<file path="config.mk">
export PLATFORM = sky130hd
export DESIGN_NAME = entrada_senha_flat
export DESIGN_NICKNAME = d
export VERILOG_FILES = /design/src/rtl/entrada_senha_pkg.sv /design/src/rtl/entrada_senha_if.sv /design/src/rtl/entrada_senha_temporizador.sv /design/src/rtl/entrada_senha.sv /design/src/flat_wrapper.sv
export SDC_FILE = /design/constraint.sdc
export NUM_CORES = 1
export LEC_CHECK = 0
export CELL_PAD_IN_SITES_DETAIL_PLACEMENT = 0
export CELL_PAD_IN_SITES_GLOBAL_PLACEMENT = 1
export CORE_MARGIN = 5
export CORE_UTILIZATION = 46
export CTS_CLUSTER_SIZE = 12
export DETAILED_ROUTE_END_ITERATION = 6
export GPL_ROUTABILITY_DRIVEN = 0
export GPL_TIMING_DRIVEN = 1
export PLACE_DENSITY_LB_ADDON = 0.25
export REMOVE_ABC_BUFFERS = 1
export SLEW_MARGIN = 10
export SYNTH_ARGS = -nofsm -noshare
export SYNTH_HDL_FRONTEND = slang
export SYNTH_SLANG_ARGS = --single-unit
</file>
<file path="constraint.sdc">
create_clock -name clk -period 3.4 [get_ports clk]
set_input_delay 0.51 -clock clk [delete_from_list [all_inputs] [get_ports clk]]
set_output_delay 0.51 -clock clk [all_outputs]
set_load 0.01 [all_outputs]
</file>
<file path="src/rtl/entrada_senha_pkg.sv">
// Shared types and constants for the password-entry controller.
// Holds the keypad key codes, the controller state encoding, the status
// bundle driven towards the lock application, and a digit classifier.
package entrada_senha_pkg;

  localparam int unsigned KEY_W = 4;
  localparam int unsigned CNT_W = 4;

  localparam logic [KEY_W-1:0] KEY_ENTER     = 4'hE;
  localparam logic [KEY_W-1:0] KEY_CLEAR     = 4'hF;
  localparam logic [KEY_W-1:0] KEY_SET       = 4'hA;
  localparam logic [KEY_W-1:0] KEY_DIGIT_MAX = 4'h9;

  typedef enum logic [2:0] {
    ENTRY,
    CHECK,
    OPEN,
    SET,
    LOCKED
  } estado_t;

  // Status bundle presented to the door/LED side.
  typedef struct packed {
    logic             aberto;
    logic             bloqueado;
    logic             configurando;
    logic             erro;
    logic [CNT_W-1:0] n_digitos;
  } status_t;

  // Keys 0..9 are digits; A..F are command keys.
  function automatic logic is_digit(input logic [KEY_W-1:0] k);
    return k <= KEY_DIGIT_MAX;
  endfunction

endpackage

</file>
<file path="src/rtl/entrada_senha_if.sv">
// Keypad-to-lock bundle.
// master: keypad scanner side (drives ready/tecla, observes lock status).
// slave : password controller (consumes ready/tecla, drives lock status).
//   ready        key-down level flag from the scanner
//   tecla        registered key code from the scanner
//   aberto       door open window active
//   bloqueado    lockout active
//   configurando password-change mode active
//   erro         one-cycle failure pulse
//   n_digitos    digits currently buffered
interface entrada_senha_if;
  import entrada_senha_pkg::*;

  logic             ready;
  logic [KEY_W-1:0] tecla;
  logic             aberto;
  logic             bloqueado;
  logic             configurando;
  logic             erro;
  logic [CNT_W-1:0] n_digitos;

  modport master (
    output ready, tecla,
    input  aberto, bloqueado, configurando, erro, n_digitos
  );

  modport slave (
    input  ready, tecla,
    output aberto, bloqueado, configurando, erro, n_digitos
  );

endinterface

</file>
<file path="src/rtl/entrada_senha_temporizador.sv">
// Loadable down-counter shared by the open window and the lockout.
// Ports:
//   clk, rst  clock and synchronous active-high reset
//   load      loads value into the counter (wins over counting)
//   value     count to load
//   zero      counter has reached zero (saturates there)
module temporizador #(
  parameter int unsigned W = 8
) (
  input  logic         clk,
  input  logic         rst,
  input  logic         load,
  input  logic [W-1:0] value,
  output logic         zero
);

  logic [W-1:0] count_q;

  // Count down and hold at zero until the next load.
  always_ff @(posedge clk) begin
    if (rst) begin
      count_q <= '0;
    end else if (load) begin
      count_q <= value;
    end else if (count_q != '0) begin
      count_q <= count_q - W'(1);
    end
  end

  assign zero = (count_q == '0);

endmodule

</file>
<file path="src/rtl/entrada_senha.sv">
// Password-entry controller downstream of the 4x4 keypad scanner.
// Turns each rising of ready into exactly one key event, buffers digits,
// checks the password, opens the door for a timed window, allows changing
// the password from the open state and locks out after repeated failures.
// Ports:
//   clk   sole clock
//   rst   synchronous active-high reset
//   bus   slave side of entrada_senha_if (ready/tecla in, status out)
module entrada_senha
  import entrada_senha_pkg::*;
#(
  parameter int unsigned          DIGITS      = 4,
  parameter logic [4*DIGITS-1:0]  DEFAULT_PW  = 16'h1234,
  parameter int unsigned          MAX_TRIES   = 3,
  parameter int unsigned          OPEN_CYCLES = 250_000_000,
  parameter int unsigned          LOCK_CYCLES = 500_000_000
) (
  input logic            clk,
  input logic            rst,
  entrada_senha_if.slave bus
);

  localparam int unsigned BW      = 4 * DIGITS;
  localparam int unsigned MAX_CYC = (OPEN_CYCLES > LOCK_CYCLES) ? OPEN_CYCLES : LOCK_CYCLES;
  localparam int unsigned TW      = $clog2(MAX_CYC + 1);
  localparam int unsigned FW      = (MAX_TRIES > 1) ? $clog2(MAX_TRIES) : 1;

  estado_t          state_q, state_n;
  logic             r1_q, r2_q;
  logic [BW-1:0]    buf_q, buf_n;
  logic [BW-1:0]    pw_q, pw_n;
  logic [CNT_W-1:0] cnt_q, cnt_n;
  logic [FW-1:0]    fails_q, fails_n;
  logic             erro_n;
  logic             tmr_load;
  logic [TW-1:0]    tmr_val;
  logic             tmr_zero;
  status_t          status_q;

  logic ev;
  logic digit;
  logic full;
  logic match;

  // One event per press: r1 high while r2 still low.
  assign ev    = r1_q & ~r2_q;
  assign digit = is_digit(bus.tecla);
  assign full  = (cnt_q == CNT_W'(DIGITS));
  assign match = full && (buf_q == pw_q);

  temporizador #(.W(TW)) u_tmr (
    .clk   (clk),
    .rst   (rst),
    .load  (tmr_load),
    .value (tmr_val),
    .zero  (tmr_zero)
  );

  // State register plus all datapath and status registers.
  always_ff @(posedge clk) begin
    if (rst) begin
      state_q  <= ENTRY;
      r1_q     <= 1'b0;
      r2_q     <= 1'b0;
      buf_q    <= '0;
      pw_q     <= DEFAULT_PW;
      cnt_q    <= '0;
      fails_q  <= '0;
      status_q <= '0;
    end else begin
      state_q                <= state_n;
      r1_q                   <= bus.ready;
      r2_q                   <= r1_q;
      buf_q                  <= buf_n;
      pw_q                   <= pw_n;
      cnt_q                  <= cnt_n;
      fails_q                <= fails_n;
      status_q.aberto        <= (state_n == OPEN);
      status_q.bloqueado     <= (state_n == LOCKED);
      status_q.configurando  <= (state_n == SET);
      status_q.erro          <= erro_n;
      status_q.n_digitos     <= cnt_n;
    end
  end

  // Next-state, buffer, password and timer control.
  always_comb begin
    state_n  = state_q;
    buf_n    = buf_q;
    cnt_n    = cnt_q;
    pw_n     = pw_q;
    fails_n  = fails_q;
    erro_n   = 1'b0;
    tmr_load = 1'b0;
    tmr_val  = '0;

    unique case (state_q)
      ENTRY: begin
        if (ev) begin
          if (digit) begin
            if (!full) begin
              buf_n = (buf_q << 4) | BW'(bus.tecla);
              cnt_n = cnt_q + CNT_W'(1);
            end
          end else if (bus.tecla == KEY_CLEAR) begin
            buf_n = '0;
            cnt_n = '0;
          end else if (bus.tecla == KEY_ENTER) begin
            state_n = CHECK;
          end
        end
      end

      CHECK: begin
        buf_n = '0;
        cnt_n = '0;
        if (match) begin
          state_n  = OPEN;
          fails_n  = '0;
          tmr_load = 1'b1;
          tmr_val  = TW'(OPEN_CYCLES - 1);
        end else begin
          erro_n = 1'b1;
          if (fails_q == FW'(MAX_TRIES - 1)) begin
            state_n  = LOCKED;
            fails_n  = '0;
            tmr_load = 1'b1;
            tmr_val  = TW'(LOCK_CYCLES - 1);
          end else begin
            state_n = ENTRY;
            fails_n = fails_q + FW'(1);
          end
        end
      end

      OPEN: begin
        // Expiry takes precedence; key exits land on ENTRY as well.
        if (tmr_zero) begin
          state_n = ENTRY;
        end else if (ev) begin
          if (bus.tecla == KEY_ENTER || bus.tecla == KEY_CLEAR) begin
            state_n = ENTRY;
          end else if (bus.tecla == KEY_SET) begin
            state_n = SET;
            buf_n   = '0;
            cnt_n   = '0;
          end
        end
      end

      SET: begin
        if (ev) begin
          if (digit) begin
            if (!full) begin
              buf_n = (buf_q << 4) | BW'(bus.tecla);
              cnt_n = cnt_q + CNT_W'(1);
            end
          end else if (bus.tecla == KEY_CLEAR) begin
            buf_n = '0;
            cnt_n = '0;
          end else if (bus.tecla == KEY_ENTER) begin
            buf_n = '0;
            cnt_n = '0;
            if (full) begin
              pw_n    = buf_q;
              state_n = ENTRY;
            end else begin
              erro_n = 1'b1;
            end
          end
        end
      end

      LOCKED: begin
        buf_n = '0;
        cnt_n = '0;
        if (tmr_zero) begin
          state_n = ENTRY;
        end
      end

      default: begin
        state_n = ENTRY;
        buf_n   = '0;
        cnt_n   = '0;
      end
    endcase
  end

  assign bus.aberto       = status_q.aberto;
  assign bus.bloqueado    = status_q.bloqueado;
  assign bus.configurando = status_q.configurando;
  assign bus.erro         = status_q.erro;
  assign bus.n_digitos    = status_q.n_digitos;

endmodule

</file>
<file path="src/flat_wrapper.sv">
// flat-port wrapper written by rule: the top's interface ports become plain ports
module entrada_senha_flat import entrada_senha_pkg::*;
#(
  parameter int unsigned          DIGITS      = 4,
  parameter logic [4*DIGITS-1:0]  DEFAULT_PW  = 16'h1234,
  parameter int unsigned          MAX_TRIES   = 3,
  parameter int unsigned          OPEN_CYCLES = 250_000_000,
  parameter int unsigned          LOCK_CYCLES = 500_000_000
)
  (clk, rst, bus_ready, bus_tecla, bus_aberto, bus_bloqueado, bus_configurando, bus_erro, bus_n_digitos);
  entrada_senha_if bus_i ();
  input logic clk;
  input logic rst;
  input wire logic [$bits(bus_i.ready)-1:0] bus_ready;
  input wire logic [$bits(bus_i.tecla)-1:0] bus_tecla;
  output wire logic [$bits(bus_i.aberto)-1:0] bus_aberto;
  output wire logic [$bits(bus_i.bloqueado)-1:0] bus_bloqueado;
  output wire logic [$bits(bus_i.configurando)-1:0] bus_configurando;
  output wire logic [$bits(bus_i.erro)-1:0] bus_erro;
  output wire logic [$bits(bus_i.n_digitos)-1:0] bus_n_digitos;
  assign bus_i.ready = bus_ready;
  assign bus_i.tecla = bus_tecla;
  assign bus_aberto = bus_i.aberto;
  assign bus_bloqueado = bus_i.bloqueado;
  assign bus_configurando = bus_i.configurando;
  assign bus_erro = bus_i.erro;
  assign bus_n_digitos = bus_i.n_digitos;
  entrada_senha #(.DIGITS(DIGITS), .DEFAULT_PW(DEFAULT_PW), .MAX_TRIES(MAX_TRIES), .OPEN_CYCLES(OPEN_CYCLES), .LOCK_CYCLES(LOCK_CYCLES)) u_core (.clk(clk), .rst(rst), .bus(bus_i));
endmodule
</file>
==> results of run 1 <==
## per-layer routing
layer,track usage,up-vias
met1,0.288,1691
met4,0.0684,0
li1,-,1747
met3,0.0422,9
met5,0,-
met2,0.297,90
## how the worst min path moves through the flow
| stage | startpoint | end | slack [ns] | cells past startpoint |
|---|---|---|---|---|
| after CTS | u_core.pw_q[7]$_SDFFE_PP0P_ | u_core.pw_q[7]$_SDFFE_PP0P_ | 0.47 | 2 |
| after global placement | u_core.pw_q[8]$_SDFFE_PP0P_ | u_core.pw_q[8]$_SDFFE_PP0P_ | 0.45 | 2 |
| after global routing | u_core.pw_q[7]$_SDFFE_PP0P_ | u_core.pw_q[7]$_SDFFE_PP0P_ | 0.48 | 2 |
| after floorplan | u_core.pw_q[0]$_SDFFE_PP0P_ | u_core.pw_q[0]$_SDFFE_PP0P_ | 0.44 | 2 |
| final | u_core.pw_q[7]$_SDFFE_PP0P_ | u_core.pw_q[7]$_SDFFE_PP0P_ | 0.47 | 2 |
| after detailed placement | u_core.pw_q[7]$_SDFFE_PP0P_ | u_core.pw_q[7]$_SDFFE_PP0P_ | 0.46 | 2 |
## cell usage in the layout, fill, tap and decap left out, types with 3 or more instances in the layout
master and n:
a311oi_1 5, clkbuf_8 10, ha_1 3, nor3_1 13
o211ai_1 4, a31oi_1 5, xor2_1 14, nor2_1 10
nand2_1 52, nor3b_1 3, o31a_1 6, o31ai_1 15
or4_1 20, o21ai_0 30, clkdlybuf4s50_1 13, dfxtp_1 76
xnor2_1 5, or3_1 14, inv_1 10, nand3b_1 4
nand3_1 20, nor2b_1 4, buf_4 15, and3_1 5
a41oi_1 9, nor4_1 13, o41ai_1 5, nand4_1 23
a21oi_1 27
## cell type report
cell class | count | share of cell area
inverters | 10 | 0.00888
multi-input cells | 335 | 0.494
flip-flops and latches | 76 | 0.360
repair buffers | 29 | 0.0586
clock inverters | 6 | 0.0151
well taps | 105 | 0.0311
clock buffers | 10 | 0.0325
## logic make-up (layout without fill, tap and decap cells)
kind of cell	count (synthesis)	in the layout	share of synthesized area
flops	76	76	0.402
fa+ha+maj	3	3	0.00991
buf+inv	47	55	0.0482
compound gates	120	120	0.212
simple gates	192	192	0.281
mux	1	1	0.00264
xor+xnor	19	19	0.0439
## stage by stage
stage               hold slack [ns]  instance area, um^2  cells
finish                        0.466                 4230    571
global route                  0.484                 4230    571
detailed placement            0.457                 4030    555
floorplan                     0.437                 3640    421
CTS                           0.467                 4230    571
global placement              0.449                 4030    555
## power breakdown
group          leakage, nW  switching [mW]  total (mW)  internal (mW)
Clock               0.0983           0.354       0.712          0.358
Combinational        0.806           0.980        1.63          0.654
Sequential           0.616           0.165        1.20           1.04
## state kept, by name, summed over array words and instances, names as in the netlist
signal and cells:
u_core.pw_q 16, u_core.u_tmr.count_q 29, u_core.fails_q 2, u_core.cnt_q 4, u_core.bus.erro 1, u_core.bus.aberto 1
u_core.bus.configurando 1, u_core.r1_q 1, u_core.state_q 3, u_core.bus.bloqueado 1, u_core.buf_q 16, u_core.r2_q 1
## tightest hold or removal path, stage by stage, from the launching register on
cell and delay (ns):
dfxtp_1 0.32, nand2_1 0.05, a21oi_1 0.05
==> out/results.tsv, run 1 <==
stage	metric	value	unit
clock_tree	clk_pin_slew	0.09	ns
final_layout	syn_to_final_growth	11.7	%
status	result_of_the_run	finished clean	
setup_path	crit_family	simple AND/OR/NAND/NOR gates	
clock_tree	hold_buffers	0	
setup_path	crit-reg2reg-launch	u_core.u_tmr.count_q[0]$_SDFFE_PP0P_	
drt	highest-signal-layer	met4	
setup_path	cp_num_cells	6	
global_route	grt_first_pass_wirelength	16.4	mm
pwr	powerDensity	840	nW/um^2
clock_tree	cts.sinks	76	
clock_tree	tritoncts_clock_tree	done	
setup_path	arrival	3.08	ns
logic_synthesis	most_used_flip_flop_cell_after_synthesis	dfxtp_1	
clock_tree	clock_tree.root_cell	clkbuf_8	
logic_synthesis	ys_warn_count	0	
clock_tree	cts_resized	0	
logic_synthesis	async_flop_share	0	
timing	worst_margin_slew	0.843	ns
setup_path	cp_startpoint_kind	register	
drt	met3RoutedLength	445	um
setup_path	critical_path.max_fanout	13	
floorplan	start_util	0.466	
timing	timing.slew.headroom	0.438	
logic_synthesis	synthCells	458	
logic_synthesis	syn_area_cell	8.27	um^2
setup_path	regToRegEndpoint	u_core.u_tmr.count_q[20]$_SDFFE_PP0P_	
timing	timing.final.ws_setup	0.553	ns
clock_tree	ctsHtreeMaxLevel	3	
drt	post_drt_via_cell_ratio	6.19	
floorplan	io_pins	15	
setup_path	slowest_stage	or4b_1	
logic_synthesis	synth_cell_types	51	
drt	vias_post_dr	3537	
setup_path	crit_chain	inv_1 -> ha_1 -> or4b_1 -> or3_1 -> or4_1 -> a2111oi_0	
global_route	grt.overflow.total	0	
pwr	vdd_drop_max	0.000474	V
global_route	grt_antenna_before_repair	0	
final_layout	final-seq-area	1520	um^2
drt	routed-wl-met2	4.15	mm
logic_synthesis	yosysSeqAreaShare	0.402	
setup_path	timing.critical_path.slowest_cell_delay	0.61	ns
drt	routedWlPerCell	16.8	um
timing	fin_tns_setup	0	ns
clock_tree	numCtsBuffers	9	
drt	antenna_violating_nets_post_route	0	
clock_tree	post-cts-setup-buffers	0	
logic_synthesis	synth.ff_latch_count	76	
logic_synthesis	post-synth-top-count-cell	dfxtp_1	
pwr	p_leak	1.52	nW
setup_path	timing.critical_path.buf_inv	1	
global_route	via_count_of_the_first_global_routing_pass	3378	
final_layout	drive_gt1_frac	0.0815	
setup_path	worstSetupEndpoint	u_core.u_tmr.count_q[20]$_SDFFE_PP0P_	
logic_synthesis	synth_top_cell_area_share	0.402	
clock_tree	cts.path.max_buffers	2	
placed_design	numPortBuffers	14	
final_layout	num-nets-final	471	
floorplan	fp.dieW	101	um
placed_design	hpwl	6.35	mm
pwr	design_power_total	3.55	mW
job	cap_viol_max_count	0	
timing	timing.fmax	351	MHz
timing	final-max-slew-violation-count	0	
drt	routedLengthMet1	4.89	mm
setup_path	r2r_cells	6	
logic_synthesis	synthDominantAreaCellType	dfxtp_1	
floorplan	core_region	8130	um^2
timing	setup_viol	0	
timing	finalHoldViolations	0	
setup_path	cp_data_required_time	3.63	ns
setup_path	r2r_setup_slack	0.55	ns
logic_synthesis	number_of_enable_type_register_cells_in_the_synthesized_netlist	0	
logic_synthesis	synth.cells.most_frequent	dfxtp_1, nand2_1, clkbuf_1	
floorplan	height_of_the_die	101	um
setup_path	worst-setup-path-type	reg2reg	
timing	min_period_over_period	0.837	
clock_tree	clk-insertion-delay-late	0.35	ns
floorplan	num_rows	33	
timing	final_period_minus_worst_setup_slack	2.85	ns
global_route	grt_start_max_net_pins	33	
drt	drtIter0Drc	270	
drt	drc	0	
logic_synthesis	yosys-top-cells-area	dfxtp_1, nand2_1, o21ai_0, or4_1, nand4_1	
timing	clock-skew-final	0.0106	ns
drt	total_routed_length	9.58	mm
final_layout	fin_util	0.520	
drt	drtPass1Iterations	5	
final_layout	number_of_fillers_in_the_final_layout	770	
floorplan	die-area	10100	um^2
timing	setup_repair_after_global_routing_missed_its_margin	false	
logic_synthesis	mappedNetlistArea	3790	um^2
setup_path	critical_path.startpoint	u_core.u_tmr.count_q[0]$_SDFFE_PP0P_	
setup_path	end_kind	register	
final_layout	num_antenna_cells	0	
global_route	globalRouteTotalUtil	0.200	
placed_design	preCtsSetupSlack	0.526	ns
final_layout	multiInputGateArea	2090	um^2
hold_path	hp-class	reg2reg	
Note: power is estimated with default switching activity, not from simulation.
==> run 2: changes to the inputs <==
clock period = 2.8 ns   (was 3.4 ns; I/O delays follow)
==> out/results.tsv, run 2 (same netlist as run 1, synthesis figures left out) <==
stage	metric	value	unit	change
floorplan	die-area	10100	um^2	unchanged
timing	timing.final.ws_setup	0.211	ns	-0.342 ns
drt	antenna_violating_nets_post_route	0		unchanged
floorplan	core_region	8130	um^2	unchanged
clock_tree	tritoncts_clock_tree	done		
clock_tree	hold_buffers	0		unchanged
timing	setup_viol	0		unchanged
placed_design	hpwl	6.53	mm	+2.9%
timing	timing.fmax	386	MHz	+10%
final_layout	num-nets-final	483		+2.5%
setup_path	cp_data_required_time	3.04	ns	-0.59 ns
final_layout	top_register	u_core.u_tmr.count_q		
global_route	via_count_of_the_first_global_routing_pass	3397		+0.56%
final_layout	layout_common_cells	dfxtp_1, nand2_1, o21ai_0, a21oi_1, buf_4		
setup_path	cp_startpoint_kind	register		
clock_tree	clock_tree.root_cell	clkbuf_8		
timing	clock-skew-final	0.0103	ns	-0.000301 ns
clock_tree	numCtsBuffers	9		unchanged
clock_tree	clk_pin_slew	0.08	ns	about the same
clock_tree	cts_resized	0		unchanged
final_layout	reg_top3	u_core.u_tmr.count_q: 29 flops, u_core.buf_q: 16 flops, u_core.pw_q: 16 flops		
final_layout	number_of_fillers_in_the_final_layout	761		-1.2%
final_layout	stdcell_count	583		+2.1%
setup_path	slowest_stage	or4b_1		
clock_tree	post-cts-setup-buffers	0		unchanged
global_route	globalRouteTotalUtil	0.199		-0.00104
global_route	grt_antenna_before_repair	0		unchanged
drt	drtIter0Drc	215		-20%
placed_design	numPlacedInstances	567		+2.2%
global_route	grt.overflow.total	0		unchanged
drt	drc	0		unchanged
timing	worst_margin_slew	0.665	ns	-0.178 ns
final_layout	max_ffs_per_register	29		unchanged
floorplan	fp.dieW	101	um	unchanged
pwr	powerDensity	1020	nW/um^2	+21%
setup_path	crit_chain	inv_1 -> ha_1 -> or4b_1 -> or3_4 -> or4_1 -> a2111oi_0		
final_layout	drive_gt1_frac	0.107		+0.0251
pwr	p_leak	1.57	nW	+3.3%
setup_path	end_kind	register		
final_layout	num_antenna_cells	0		unchanged
final_layout	syn_to_final_growth	13.5	%	
timing	min_period_over_period	0.925		+0.0874
pwr	vdd_drop_max	0.000570	V	+20%
status	result_of_the_run	finished clean		
timing	final_period_minus_worst_setup_slack	2.59	ns	-0.258 ns
pwr	design_power_total	4.37	mW	+23%
timing	final-max-slew-violation-count	0		unchanged
setup_path	worst-setup-path-type	reg2reg		
final_layout	mostFrequentLayoutCell	dfxtp_1		
clock_tree	cts.sinks	76		unchanged
final_layout	fin_util	0.529		+0.00861
setup_path	critical_path.max_fanout	13		unchanged
drt	total_routed_length	9.77	mm	+2.0%
floorplan	start_util	0.466		unchanged
timing	holdWs	0.466	ns	-0.000214 ns
timing	setup_repair_after_global_routing_missed_its_margin	false		
floorplan	num_rows	33		unchanged
floorplan	height_of_the_die	101	um	unchanged
job	cap_viol_max_count	0		unchanged
drt	routedWlPerCell	16.8	um	about the same
timing	timing.slew.headroom	0.551		+0.114
hold_path	hp-class	reg2reg		
placed_design	numPortBuffers	14		unchanged
placed_design	placed_area	4120	um^2	+2.2%
clock_tree	clk-insertion-delay-late	0.35	ns	about the same
global_route	grt_first_pass_wirelength	16.3	mm	-0.46%
drt	drtPass1Iterations	5		unchanged
clock_tree	ctsHtreeMaxLevel	3		unchanged
setup_path	arrival	2.83	ns	-0.25 ns
placed_design	preCtsSetupSlack	0.107	ns	-0.419 ns
floorplan	io_pins	15		unchanged
drt	vias_post_dr	3621		+2.4%
setup_path	timing.critical_path.slowest_cell_delay	0.55	ns	-0.06 ns
drt	post_drt_via_cell_ratio	6.21		+0.27%
global_route	grt_start_max_net_pins	26		-21%
clock_tree	cts.path.max_buffers	2		unchanged
timing	finalHoldViolations	0		unchanged
timing	fin_tns_setup	0	ns	unchanged
final_layout	post-route-cell-area	4300	um^2	+1.7%
## run 2: changes by cell type in the layout (fill, tap and decap cells not counted)
cell / delta
buf_4: +12
or3_4: +1
or3_1: -1
inv_6: +1
bufinv_16: -1
clkinv_2: +1
clkinv_4: -1
## run 2: path summary, 6_finish.rpt
| path | to | slack [ns] | cells past startpoint | startpoint |
|---|---|---|---|---|
| hold / removal | u_core.pw_q[0]$_SDFFE_PP0P_ | 0.47 | 2 | u_core.pw_q[0]$_SDFFE_PP0P_ |
| setup reg to reg | u_core.u_tmr.count_q[20]$_SDFFE_PP0P_ | 0.21 | 6 | u_core.u_tmr.count_q[0]$_SDFFE_PP0P_ |
| hold reg to reg | u_core.pw_q[0]$_SDFFE_PP0P_ | 0.47 | 2 | u_core.pw_q[0]$_SDFFE_PP0P_ |
| setup / recovery | u_core.u_tmr.count_q[20]$_SDFFE_PP0P_ | 0.21 | 6 | u_core.u_tmr.count_q[0]$_SDFFE_PP0P_ |
## run 2: metal layers
metal	part of all wire	GRT usage	wire, um	up-vias
met5	0	0	0	-
met4	0.014	0.0725	138	0
met3	0.049	0.0464	482	15
met2	0.43	0.285	4230	98
met1	0.50	0.291	4920	1736
li1	-	-	-	1772
## run 2: report_power, final
| group | internal [mW] | switching, mW |
|---|---|---|
| clock network | 0.344 | 0.424 |
| registers | 1.26 | 0.188 |
| logic | 0.896 | 1.25 |
| total | 2.50 | 1.86 |
## run 2: layout make-up
cell class                 instances  area [um^2]  share of cell area
clock buffer                      10          138              0.0320
multi-input combinational        335         2090               0.487
clock inverter                     6         38.8             0.00902
timing repair buffer              41          338              0.0786
sequential                        76         1520               0.354
inverter                          10         37.5             0.00873
tap                              105          131              0.0306
## run 2: worst max-delay path: cells and delay by family, from the launching register on
family | cells | cell delay, ns
buffers and inverters | 1 | 0.08
AND/OR/NAND/NOR | 3 | 1.51
flip-flops | 1 | 0.32
adder cells (fa/ha/maj) | 1 | 0.20
AO/OA/AOI/OAI | 1 | 0.37
==> run 3: changes to the inputs <==
PLACE_DENSITY_LB_ADDON = 0.08   (was 0.25)
==> out/results.tsv, run 3 (same netlist as run 1, synthesis figures left out) <==
stage	metric	value	unit	change
timing	clock-skew-final	0.0116	ns	+0.00123 ns
timing	fin_tns_setup	0	ns	unchanged
hold_path	worst_hold_startpoint	u_core.pw_q[1]$_SDFFE_PP0P_		
final_layout	layout_common_cells	dfxtp_1, nand2_1, o21ai_0, buf_4, a21oi_1		
clock_tree	cts.sinks	76		unchanged
placed_design	preCtsSetupSlack	0.173	ns	+0.0668 ns
final_layout	number_of_fillers_in_the_final_layout	748		-1.7%
pwr	switching_share	0.412		-0.0147
drt	vias_post_dr	3648		+0.75%
timing	finalHoldViolations	0		unchanged
setup_path	critical_path.max_fanout	20		+7
pwr	vdd_drop_max	0.000605	V	+6.0%
final_layout	syn_to_final_growth	15.3	%	
setup_path	crit-reg2reg-launch	u_core.u_tmr.count_q[0]$_SDFFE_PP0P_		
global_route	grt_start_max_net_pins	36		+38%
final_layout	drive_gt1_frac	0.108		+0.00164
drt	drtIter0Drc	262		+22%
clock_tree	clock_tree.root_cell	clkbuf_8		
pwr	cell_internal_pwr	2.65	mW	+6.0%
status	result_of_the_run	finished clean		
setup_path	r2r_cells	9		+3
global_route	grt.overflow.total	0		unchanged
floorplan	fp.dieW	101	um	unchanged
setup_path	end_kind	register		
timing	min_period_over_period	0.911		-0.0135
timing	worst_margin_slew	0.619	ns	-0.0452 ns
pwr	seqPwrFrac	0.322		-0.010
pwr	power.net_switching	1.86	mW	-0.25%
final_layout	reg_top3	u_core.u_tmr.count_q: 29 flops, u_core.buf_q: 16 flops, u_core.pw_q: 16 flops		
global_route	grt_antenna_before_repair	0		unchanged
timing	final-max-slew-violation-count	0		unchanged
timing	timing.fmax	392	MHz	+1.5%
job	cap_viol_max_count	0		unchanged
clock_tree	clk_pin_slew	0.08	ns	about the same
final_layout	post-route-cell-area	4370	um^2	+1.6%
global_route	grt_first_pass_wirelength	17.6	mm	+7.6%
final_layout	final-seq-area	1520	um^2	unchanged
global_route	globalRouteTotalUtil	0.214		+0.0147
pwr	clkPwrFrac	0.205		+0.029
pwr	design_power_total	4.51	mW	+3.3%
final_layout	top_register	u_core.u_tmr.count_q		
floorplan	io_pins	15		unchanged
final_layout	fin_util	0.537		+0.00831
hold_path	worst_hold_path.num_cells	2		unchanged
global_route	via_count_of_the_first_global_routing_pass	3435		+1.1%
pwr	p_comb_frac	0.473		-0.019
floorplan	die-area	10100	um^2	unchanged
timing	final_period_minus_worst_setup_slack	2.55	ns	-0.0379 ns
pwr	p_leak	1.60	nW	+1.7%
hold_path	hp-class	reg2reg		
setup_path	r2r_setup_slack	0.25	ns	+0.04 ns
clock_tree	cts.path.max_buffers	2		unchanged
clock_tree	numCtsBuffers	9		unchanged
floorplan	core_region	8130	um^2	unchanged
clock_tree	tritoncts_clock_tree	done		
timing	setup_viol	0		unchanged
hold_path	hold-path-endpoint	u_core.pw_q[1]$_SDFFE_PP0P_		
drt	total_routed_length	10.3	mm	+5.6%
pwr	powerDensity	1030	nW/um^2	+1.7%
floorplan	height_of_the_die	101	um	unchanged
timing	setup_repair_after_global_routing_missed_its_margin	false		
drt	post_drt_via_cell_ratio	6.24		+0.40%
floorplan	num_rows	33		unchanged
setup_path	arrival	2.84	ns	about the same
clock_tree	clk-insertion-delay-late	0.34	ns	about the same
drt	antenna_violating_nets_post_route	0		unchanged
floorplan	start_util	0.466		unchanged
setup_path	regToRegEndpoint	u_core.cnt_q[3]$_SDFFE_PP0P_		
final_layout	mostFrequentLayoutCell	dfxtp_1		
final_layout	max_ffs_per_register	29		unchanged
setup_path	worst-setup-path-type	reg2reg		
placed_design	hpwl	6.85	mm	+4.8%
setup_path	cp_data_required_time	3.09	ns	+0.05 ns
placed_design	placed_area	4150	um^2	+0.67%
drt	routedWlPerCell	17.6	um	+5.2%
timing	timing.final.ws_setup	0.249	ns	+0.0379 ns
clock_tree	ctsHtreeMaxLevel	3		unchanged
drt	drc	0		unchanged
final_layout	stdcell_count	585		+0.34%
final_layout	num_antenna_cells	0		unchanged
timing	holdWs	0.468	ns	+0.00213 ns
drt	drtPass1Iterations	5		unchanged
timing	timing.slew.headroom	0.587		+0.0359
placed_design	numPortBuffers	14		unchanged
setup_path	cp_startpoint_kind	register		
clock_tree	hold_buffers	0		unchanged
placed_design	numPlacedInstances	569		+0.35%
final_layout	num-nets-final	485		+0.41%
final_layout	multiInputGateArea	2090	um^2	unchanged
==> run 3: power groups by stage <==
stage	Combinational (mW)	Clock (mW)	Sequential, mW
2_1_floorplan	1.39	0	1.43
3_3_place_gp	2.05	0	1.47
3_5_place_dp	2.08	0	1.47
4_1_cts	2.09	0.946	1.45
5_1_grt	2.38	1.00	1.49
6_report	2.13	0.925	1.45
==> run 3: worst max path at each step <==
stage / start / to / slack, ns / cells past startpoint
final: u_core.u_tmr.count_q[0]$_SDFFE_PP0P_ / u_core.cnt_q[3]$_SDFFE_PP0P_ / 0.25 / 9
after global routing: u_core.u_tmr.count_q[0]$_SDFFE_PP0P_ / u_core.u_tmr.count_q[26]$_SDFFE_PP0P_ / 0.06 / 9
after CTS: u_core.u_tmr.count_q[0]$_SDFFE_PP0P_ / u_core.u_tmr.count_q[20]$_SDFFE_PP0P_ / 0.15 / 6
after detailed placement: u_core.u_tmr.count_q[0]$_SDFFE_PP0P_ / u_core.u_tmr.count_q[20]$_SDFFE_PP0P_ / 0.17 / 6
after global placement: u_core.u_tmr.count_q[5]$_SDFFE_PP0P_ / u_core.u_tmr.count_q[20]$_SDFFE_PP0P_ / 0.24 / 4
after floorplan: u_core.u_tmr.count_q[0]$_SDFFE_PP0P_ / u_core.u_tmr.count_q[11]$_SDFFE_PP0P_ / -0.01 / 7
==> run 3: worst max-delay path, cell delays in order, from the launching register on <==
cell and delay [ns]:
dfxtp_1 0.33, inv_1 0.08, ha_1 0.20, or4b_1 0.48, buf_4 0.19, nor4_1 0.39, nand4_1 0.18, buf_4 0.25
a311oi_1 0.27, a41o_1 0.12
==> run 3: cell type report <==
| cell class | instances | share of cell area |
|---|---|---|
| multi-input cells | 335 | 0.480 |
| inverters | 10 | 0.00860 |
| well taps | 105 | 0.0301 |
| repair buffers | 43 | 0.0837 |
| clock buffers | 10 | 0.0292 |
| clock inverters | 6 | 0.0203 |
| flip-flops and latches | 76 | 0.348 |
==> run 3: timing repair <==
item | 4_1_cts | 5_1_grt
buffers inserted | 0 | 0
setup endpoints to repair | 0 | 3
hold endpoints to repair | 0 | 0
gates resized for setup | 0 | 1
==> run 3: metal layers <==
layer	up-vias	routed length [um]	global-route usage
li1	1782	-	-
met1	1756	5260	0.330
met2	101	4420	0.307
met3	9	522	0.0311
met4	0	108	0.0601
met5	-	0	0
